### src/rtl/proj_mux_pkg.sv
// Shared types and helpers for the sequential project multiplexer.
// Holds the controller state encoding, the one-hot helper and the stubbed-slot mask.
package proj_mux_pkg;

    localparam int unsigned MAX_PROJ = 64;

    // Slot 13 is stubbed in the default build.
    localparam logic [15:0] DEFAULT_EMPTY_MASK = 16'h2000;

    typedef enum logic {
        ST_SWITCH = 1'b0,
        ST_ACTIVE = 1'b1
    } state_e;

    function automatic logic [MAX_PROJ-1:0] onehot(input logic [5:0] idx);
        logic [MAX_PROJ-1:0] v;
        v = '0;
        v[idx] = 1'b1;
        return v;
    endfunction

endpackage

### src/rtl/proj_mux_next_sel.sv
// Rotating search for the next populated project slot after cur_sel.
// Returns cur_sel itself when no other slot is populated.
module proj_mux_next_sel #(
    parameter int unsigned N_PROJ = 16,
    localparam int unsigned SEL_W = $clog2(N_PROJ)
) (
    input  logic [SEL_W-1:0]  cur_sel,
    input  logic [N_PROJ-1:0] empty_mask,
    output logic [SEL_W-1:0]  nxt
);

    always_comb begin
        logic found;
        logic [SEL_W-1:0] cand;
        int unsigned j;
        nxt   = cur_sel;
        found = 1'b0;
        cand  = '0;
        j     = 0;
        // k == N_PROJ lands back on cur_sel, so a lone populated slot selects itself.
        for (int unsigned k = 1; k <= N_PROJ; k++) begin
            j    = (32'(cur_sel) + k) % N_PROJ;
            cand = SEL_W'(j);
            if (!found && !empty_mask[cand]) begin
                nxt   = cand;
                found = 1'b1;
            end
        end
    end

endmodule

### src/rtl/proj_mux_seq.sv
// Sequential project multiplexer: registered output, reset window on every switch,
// rejection of stubbed selects, and an optional dwell-timed auto-scan.
module proj_mux_seq
    import proj_mux_pkg::*;
#(
    parameter int unsigned N_PROJ = 16,
    parameter int unsigned WIDTH = 8,
    parameter int unsigned RST_CYCLES = 4,
    parameter int unsigned DWELL = 1024,
    parameter int unsigned DEFAULT_SEL = 0,
    parameter logic [N_PROJ-1:0] EMPTY_MASK = N_PROJ'(DEFAULT_EMPTY_MASK),
    localparam int unsigned SEL_W = $clog2(N_PROJ)
) (
    input  logic                    clk,
    input  logic                    rst_n,
    input  logic [N_PROJ*WIDTH-1:0] proj_out,
    input  logic [SEL_W-1:0]        sel_in,
    input  logic                    sel_load,
    input  logic                    scan_en,
    output logic [WIDTH-1:0]        uo_out,
    output logic [N_PROJ-1:0]       proj_rst_n,
    output logic [N_PROJ-1:0]       proj_ena,
    output logic [SEL_W-1:0]        cur_sel,
    output logic                    busy,
    output logic                    sel_err
);

    localparam int unsigned CNT_MAX = (DWELL > RST_CYCLES) ? DWELL : RST_CYCLES;
    localparam int unsigned CNT_W = $clog2(CNT_MAX);
    localparam logic [CNT_W-1:0] RST_LAST = CNT_W'(RST_CYCLES - 1);
    localparam logic [CNT_W-1:0] DWELL_LAST = CNT_W'(DWELL - 1);

    state_e             state_q, state_d;
    logic [CNT_W-1:0]   cnt_q, cnt_d;
    logic [SEL_W-1:0]   sel_q, sel_d;
    logic [WIDTH-1:0]   uo_q, uo_d;
    logic               err_q, err_d;

    logic [SEL_W-1:0]   nxt;
    logic               load_valid;
    logic [MAX_PROJ-1:0] sel_onehot;
    logic [WIDTH-1:0]   slots [N_PROJ];

    for (genvar i = 0; i < N_PROJ; i++) begin : g_slots
        assign slots[i] = proj_out[i*WIDTH +: WIDTH];
    end

    proj_mux_next_sel #(
        .N_PROJ (N_PROJ)
    ) u_next_sel (
        .cur_sel    (sel_q),
        .empty_mask (EMPTY_MASK),
        .nxt        (nxt)
    );

    assign load_valid = (32'(sel_in) < N_PROJ) && !EMPTY_MASK[sel_in];

    always_comb begin
        state_d = state_q;
        cnt_d   = cnt_q;
        sel_d   = sel_q;
        err_d   = 1'b0;
        unique case (state_q)
            ST_SWITCH: begin
                err_d = sel_load;
                if (cnt_q == RST_LAST) begin
                    state_d = ST_ACTIVE;
                    cnt_d   = '0;
                end else begin
                    cnt_d = cnt_q + 1'b1;
                end
            end
            ST_ACTIVE: begin
                if (scan_en) begin
                    if (cnt_q == DWELL_LAST) begin
                        cnt_d = '0;
                        if (nxt != sel_q) begin
                            sel_d   = nxt;
                            state_d = ST_SWITCH;
                        end
                    end else begin
                        cnt_d = cnt_q + 1'b1;
                    end
                end
                // A valid load overrides any scan advance decided above.
                if (sel_load) begin
                    if (!load_valid) begin
                        err_d = 1'b1;
                    end else if (sel_in != sel_q) begin
                        sel_d   = sel_in;
                        state_d = ST_SWITCH;
                        cnt_d   = '0;
                    end
                end
            end
        endcase
        uo_d = (state_q == ST_ACTIVE && state_d == ST_ACTIVE) ? slots[sel_q] : '0;
    end

    always_ff @(posedge clk) begin
        if (!rst_n) begin
            state_q <= ST_SWITCH;
            cnt_q   <= '0;
            sel_q   <= SEL_W'(DEFAULT_SEL);
            uo_q    <= '0;
            err_q   <= 1'b0;
        end else begin
            state_q <= state_d;
            cnt_q   <= cnt_d;
            sel_q   <= sel_d;
            uo_q    <= uo_d;
            err_q   <= err_d;
        end
    end

    assign sel_onehot = onehot(6'(sel_q));
    assign uo_out     = uo_q;
    assign cur_sel    = sel_q;
    assign sel_err    = err_q;
    assign busy       = (state_q == ST_SWITCH);
    assign proj_ena   = (state_q == ST_ACTIVE) ? sel_onehot[N_PROJ-1:0] : '0;
    assign proj_rst_n = (state_q == ST_ACTIVE) ? sel_onehot[N_PROJ-1:0] : '0;

endmodule
### config.mk
export PLATFORM = sky130hd
export DESIGN_NAME = proj_mux_seq
export DESIGN_NICKNAME = d
export VERILOG_FILES = /design/src/rtl/proj_mux_pkg.sv /design/src/rtl/proj_mux_next_sel.sv /design/src/rtl/proj_mux_seq.sv
export SDC_FILE = /design/constraint.sdc
export NUM_CORES = 1
export LEC_CHECK = 0
export CORE_ASPECT_RATIO = 1.1
export CORE_MARGIN = 3
export CORE_UTILIZATION = 34
export CTS_CLUSTER_SIZE = 20
export DETAILED_ROUTE_END_ITERATION = 16
export GPL_ROUTABILITY_DRIVEN = 0
export PLACE_DENSITY = 0.8
export SYNTH_ARGS = -nofsm -noshare
export SYNTH_HDL_FRONTEND = slang
export SYNTH_SLANG_ARGS = --single-unit
### constraint.sdc
create_clock -name clk -period 2.35 [get_ports clk]
set_input_delay 0.3525 -clock clk [delete_from_list [all_inputs] [get_ports clk]]
set_output_delay 0.3525 -clock clk [all_outputs]
set_load 0.01 [all_outputs]
==> impl_metrics.toml, run 1 <==
[placed_design]
port_buffers = 181
place_area_mm2 = 0.00478
place_ws_ns = 0.0477
dp_hpwl_um = 9000

[floorplanning]
start_util_pct = 35.7
die_area_mm2 = 0.00963
num_rows = 34
design.core.area_mm2 = 0.00808
ioPinCount = 182
dieWidth_um = 93.8
chipHeight_um = 103

[sta]
worstMarginPinSlew_ns = 0.467
min_period_ns = 2.24
fmax_mhz = 446
slew_viol_final = 0
clock_skew_ns = 0.00133
post-route-period-util_pct = 95.4
hold_viol = 0
rsz0062_at_grt = "no"
setup_viol = 0
slew_headroom_pct = 68.8
worst_slack_ns = 0.108

[critical_path]
endpoint_kind = "output port"
worstPathCellList = "inv_1 > ha_2 > and3_1 > clkdlybuf4s50_1"
path_max_fanout = 13
slowest_delay_ns = 0.55
critPathSlowestCell = "clkdlybuf4s50_1"
arrival_ns = 1.89
cp.buffers_inverters = 2
worst-setup-path-type = "reg -> out"
crit_path_start_kind = "flop"
critPathTopFamily = "buffers and inverters"
critPathRequiredTime_ns = 2.00

[synthesis]
ys_top_cells_by_area = "mux4_2 31%, dfxtp_1 17%, ha_1 7.4%"
yosys_register_bits = 24
ys_seq_area_share_pct = 16.7
yosys-top-cells-count = "40 x mux4_2, 24 x dfxtp_1, 21 x nor2_1"
synthArstFlopShare_pct = 0
yosysWarnings = 0
syn_area_per_cell_um2 = 9.55
synth_edf_count = 0
synth_nets = 455
yosysMostFrequentCell = "mux4_2"
yosysTopAreaCell = "mux4_2"
synth.distinct_cells = 46
synth_top_area_share_pct = 31.2
synthCells = 302
syn_area_mm2 = 0.00289
synth-main-ff-cell = "dfxtp_1"

[cells_and_area]
fillers = 689
layout-drive-gt1-share_pct = 16.2
multi_input_area_mm2 = 0.00217
area_growth_pct = 69.3
fin_area_mm2 = 0.00488
seqCellArea_um2 = 490
post-route-util_pct = 60.4
final_nets = 622
antenna_cells = 0

[route]
routed_via_density = 5.43
wl_per_cell_um = 18.4
num_vias = 3125
firstDrtPassIters = 4
drc = 0
wirelength_um = 10600
ant_nets = 0
drtIter0Drc = 190

[power]
vdd_drop_max_v = 0.000192
p_per_area_mw_per_mm2 = 293
leakagePower_nw = 1.76
fin_total_pwr_mw = 1.43

[clock_tree]
cts-root-buf = "clkbuf_8"
cts_setup_buffers = 0
postCtsHoldBufs = 0
h-tree-depth = 1
clk_latency_ns = 0.27
cts_tree = "yes"
clockBufferDepth = 2
clkTransAtPathRegs_ns = 0.09
clock-sinks = 24
cts_resized = 2
cts_inserted_buffers = 3

[run]
maxCapViolCount = 0

[global_route]
grt_use_total_pct = 21.0
grt_pass1_vias = 3142
grt_pass1_wl_um = 16100
antenna_found_initial = 1
overflow = 0
grt_max_degree = 27

[outcome]
status = "finished, final reports clean"

[hold_path]
hp-class = "reg -> reg"
[cell usage in the layout, fill, tap and decap left out, types with 11 or more instances in the layout]
| cell type | n |
|---|---|
| xnor2_1 | 11 |
| nand3_1 | 13 |
| a21oi_1 | 12 |
| nand2_1 | 18 |
| and3_1 | 18 |
| buf_4 | 16 |
| clkdlybuf4s50_1 | 181 |
| mux4_2 | 40 |
| dfxtp_1 | 20 |
| nor2_1 | 21 |
| ha_1 | 14 |
[stage by stage]
step                      instances  setup TNS [ns]  hold WS [ns]
after detailed placement        572               0         0.518
after global routing            576               0         0.573
final                           576               0         0.544
after floorplan                 302         -0.0123         0.474
after CTS                       576               0         0.539
after global placement          572               0         0.507
[kinds of logic (layout without fill, tap and decap cells)]
family | after synthesis | in the layout | synth area share (%)
buf+inv | 47 | 213 | 8.85
simple gates | 104 | 104 | 19.0
mux | 41 | 41 | 31.6
compound gates | 56 | 56 | 12.6
fa+ha+maj | 17 | 17 | 7.37
xor+xnor | 13 | 13 | 3.95
flops | 24 | 24 | 16.7
[cell type report]
| class | instances | area share (%) |
|---|---|---|
| Tap cell | 108 | 2.77 |
| Clock buffer | 3 | 0.846 |
| Multi-Input combinational cell | 231 | 44.5 |
| Inverter | 10 | 0.846 |
| Sequential cell | 24 | 10.0 |
| Timing Repair Buffer | 199 | 40.4 |
| Clock inverter | 1 | 0.615 |
[sequential cells by signal, indices dropped and copies added (netlist names)]
name	count
state_q	1
cur_sel	4
sel_err	1
uo_out	8
cnt_q	10
[layer usage]
layer | GRT usage, % | up-vias | routed length [µm]
met5 | 0 | - | 13
met4 | 5.89 | 2 | 195
met3 | 3.72 | 16 | 775
met2 | 37.0 | 124 | 5740
met1 | 26.6 | 1508 | 3880
li1 | - | 1475 | -
[worst register-to-register path, cell delays in order (launching register included)]
cell	delay, ns
dfxtp_4	0.43
clkinvlp_4	0.20
ha_1	0.39
nand3_1	0.21
a41o_1	0.30
a21oi_2	0.16
mux2i_1	0.09
a211o_1	0.29
inv_1	0.05
[report_power, final]
group | internal, mW | switching [mW] | leakage, nW
clock | 0.228 | 0.143 | 0.0357
combinational | 0.394 | 0.205 | 1.52
sequential | 0.427 | 0.0327 | 0.197
total | 1.05 | 0.381 | 1.76
[path summary, 6_finish.rpt]
path / startpoint / end / slack, ns / cells past startpoint
worst min-delay path: cnt_q[4] / cnt_q[4] / 0.54 / 1
worst max-delay path: cur_sel[0] / proj_ena[6] / 0.11 / 4
worst min register to register: cnt_q[4] / cnt_q[4] / 0.54 / 1
worst max register to register: cur_sel[1] / cur_sel[0] / 0.17 / 8
Power figures use the tool's default switching activity.
==> run 2: changes to the inputs <==
--- a/config.mk
+++ b/config.mk
@@ -8,6 +8,7 @@
 export CORE_ASPECT_RATIO = 1.1
 export CORE_MARGIN = 3
 export CORE_UTILIZATION = 34
+export CTS_CLUSTER_DIAMETER = 50
 export CTS_CLUSTER_SIZE = 20
 export DETAILED_ROUTE_END_ITERATION = 16
 export GPL_ROUTABILITY_DRIVEN = 0
==> results of run 2 <==
Same layout as run 1: the final DEF is identical, and so are final timing and power.
==> run 3: changes to the inputs <==
--- a/config.mk
+++ b/config.mk
@@ -7,12 +7,12 @@
 export LEC_CHECK = 0
 export CORE_ASPECT_RATIO = 1.1
 export CORE_MARGIN = 3
-export CORE_UTILIZATION = 34
+export CORE_UTILIZATION = 41
 export CTS_CLUSTER_DIAMETER = 50
 export CTS_CLUSTER_SIZE = 20
 export DETAILED_ROUTE_END_ITERATION = 16
 export GPL_ROUTABILITY_DRIVEN = 0
-export PLACE_DENSITY = 0.8
+export PLACE_DENSITY = 0.89
 export SYNTH_ARGS = -nofsm -noshare
 export SYNTH_HDL_FRONTEND = slang
 export SYNTH_SLANG_ARGS = --single-unit
==> constraint.sdc (replaced) <==
create_clock -name clk -period 2.7 [get_ports clk]
set_input_delay 0.405 -clock clk [delete_from_list [all_inputs] [get_ports clk]]
set_output_delay 0.405 -clock clk [all_outputs]
set_load 0.01 [all_outputs]
==> impl_metrics.toml, run 3 (same netlist as run 1, synthesis figures left out) <==
[clock_tree]
cts_inserted_buffers = 3
clkTransAtPathRegs_ns = 0.09
cts-root-buf = "clkbuf_8"
cts_setup_buffers = 0
cts_tree = "yes"
clockBufferDepth = 2
clock-sinks = 24
clk_latency_ns = 0.27
h-tree-depth = 1

[critical_path]
regToRegSetupSlack_ns = 0.30
critPathTopFamily = "buffers and inverters"
slowest_delay_ns = 0.60
endpoint_kind = "output port"
critPathRequiredTime_ns = 2.30
cp.buffers_inverters = 2
worst-setup-path-type = "reg -> out"
arrival_ns = 2.21
critPathSlowestCell = "dfxtp_2"
worstPathCellList = "inv_1 > ha_1 > and3_1 > clkdlybuf4s50_1"
crit_path_start_kind = "flop"
reg2regPathDepth = 9
path_max_fanout = 18
worst-path-stages = 4

[global_route]
overflow = 0
grt_pass1_wl_um = 17000
grt_pass1_vias = 3206
use_met3_pct = 5.35
met2_usage_pct = 49.7
busiest_layer = "met2"
antenna_found_initial = 2
met1_usage_pct = 32.6
grt_use_total_pct = 27.1
grt_max_degree = 28

[sta]
hold_viol = 0
slew_headroom_pct = 60.0
setup_viol = 0
slew_viol_final = 0
worstMarginPinSlew_ns = 0.599
tns_ns = 0
post-route-period-util_pct = 96.8
rsz0062_at_grt = "no"
min_period_ns = 2.61
clock_skew_ns = 0.00619
fmax_mhz = 383
whs_ns = 0.529

[cells_and_area]
regMostFlops = "cnt_q"
area_growth_pct = 64.3
final_nets = 613
fillers = 481
mostFrequentLayoutCells = "181 x clkdlybuf4s50_1, 40 x mux4_2, 22 x dfxtp_1"
largest_reg_flops = 10
layout_commonest_cell = "clkdlybuf4s50_1"
fin_area_mm2 = 0.00474
fin_cells = 541
layout-drive-gt1-share_pct = 13.3
antenna_cells = 0

[route]
drtIter0Drc = 234
wl_per_cell_um = 20.7
drc = 0
routed_via_density = 5.94
wirelength_um = 11200
num_vias = 3213
ant_nets = 0
firstDrtPassIters = 5

[floorplanning]
chipHeight_um = 94.0
design.core.area_mm2 = 0.00671
start_util_pct = 43.0
dieWidth_um = 86.0
ioPinCount = 182
die_area_mm2 = 0.00808
num_rows = 31

[placed_design]
dp_hpwl_um = 9360
place_area_mm2 = 0.00466
port_buffers = 181
dp_cells = 537

[hold_path]
hold_path_depth = 1
hp-class = "reg -> reg"

[power]
fin_total_pwr_mw = 1.25
vdd_drop_max_v = 0.000250
leakagePower_nw = 1.71
p_per_area_mw_per_mm2 = 263

[outcome]
status = "finished, final reports clean"

[run]
maxCapViolCount = 0
-- run 3: layout make-up --
| cell class | instances | area [µm²] | area share (%) |
|---|---|---|---|
| Multi-Input combinational cell | 231 | 2150 | 45.4 |
| Inverter | 10 | 37.5 | 0.792 |
| Tap cell | 82 | 103 | 2.16 |
| Sequential cell | 24 | 483 | 10.2 |
| Clock inverter | 1 | 30.0 | 0.634 |
| Clock buffer | 3 | 41.3 | 0.871 |
| Timing Repair Buffer | 190 | 1890 | 39.9 |
-- run 3: path summary, 6_finish.rpt --
| check | start | to |
|---|---|---|
| max | cur_sel[1] | proj_rst_n[0] |
| min reg2reg | cnt_q[4] | cnt_q[4] |
| min | cnt_q[4] | cnt_q[4] |
| max reg2reg | cur_sel[1] | cur_sel[2] |
-- run 3: worst register-to-register path: cells and delay by family (launching register included) --
family	cells	cell delay, ns
flops	1	0.60
compound gates	3	0.51
simple gates	3	0.46
fa+ha+maj	1	0.27
buf+inv	1	0.25
xor+xnor	1	0.19
-- run 3: what timing repair did --
action,4_1_cts,5_1_grt
hold buffers,0,0
gates resized for setup,0,1
setup endpoints to repair,0,2
-- run 3: routing by layer --
metal / up-vias / wire length (µm)
met5: - / 15
met4: 4 / 231
met3: 30 / 999
met2: 203 / 6190
met1: 1515 / 3750
li1: 1461 / -
-- run 3: stage by stage --
| stage | setup slack (ns) | util (%) |
|---|---|---|
| finish | 0.0869 | 70.6 |
| detailed placement | 0.249 | 69.5 |
| CTS | 0.124 | 70.6 |
| global route | 0.00910 | 70.6 |
| global placement | 0.372 | 69.5 |
| floorplan | 0.117 | - |
-- run 3: power by group --
group | internal (mW) | switching [mW]
Combinational | 0.335 | 0.187
Clock | 0.198 | 0.119
Sequential | 0.373 | 0.0343
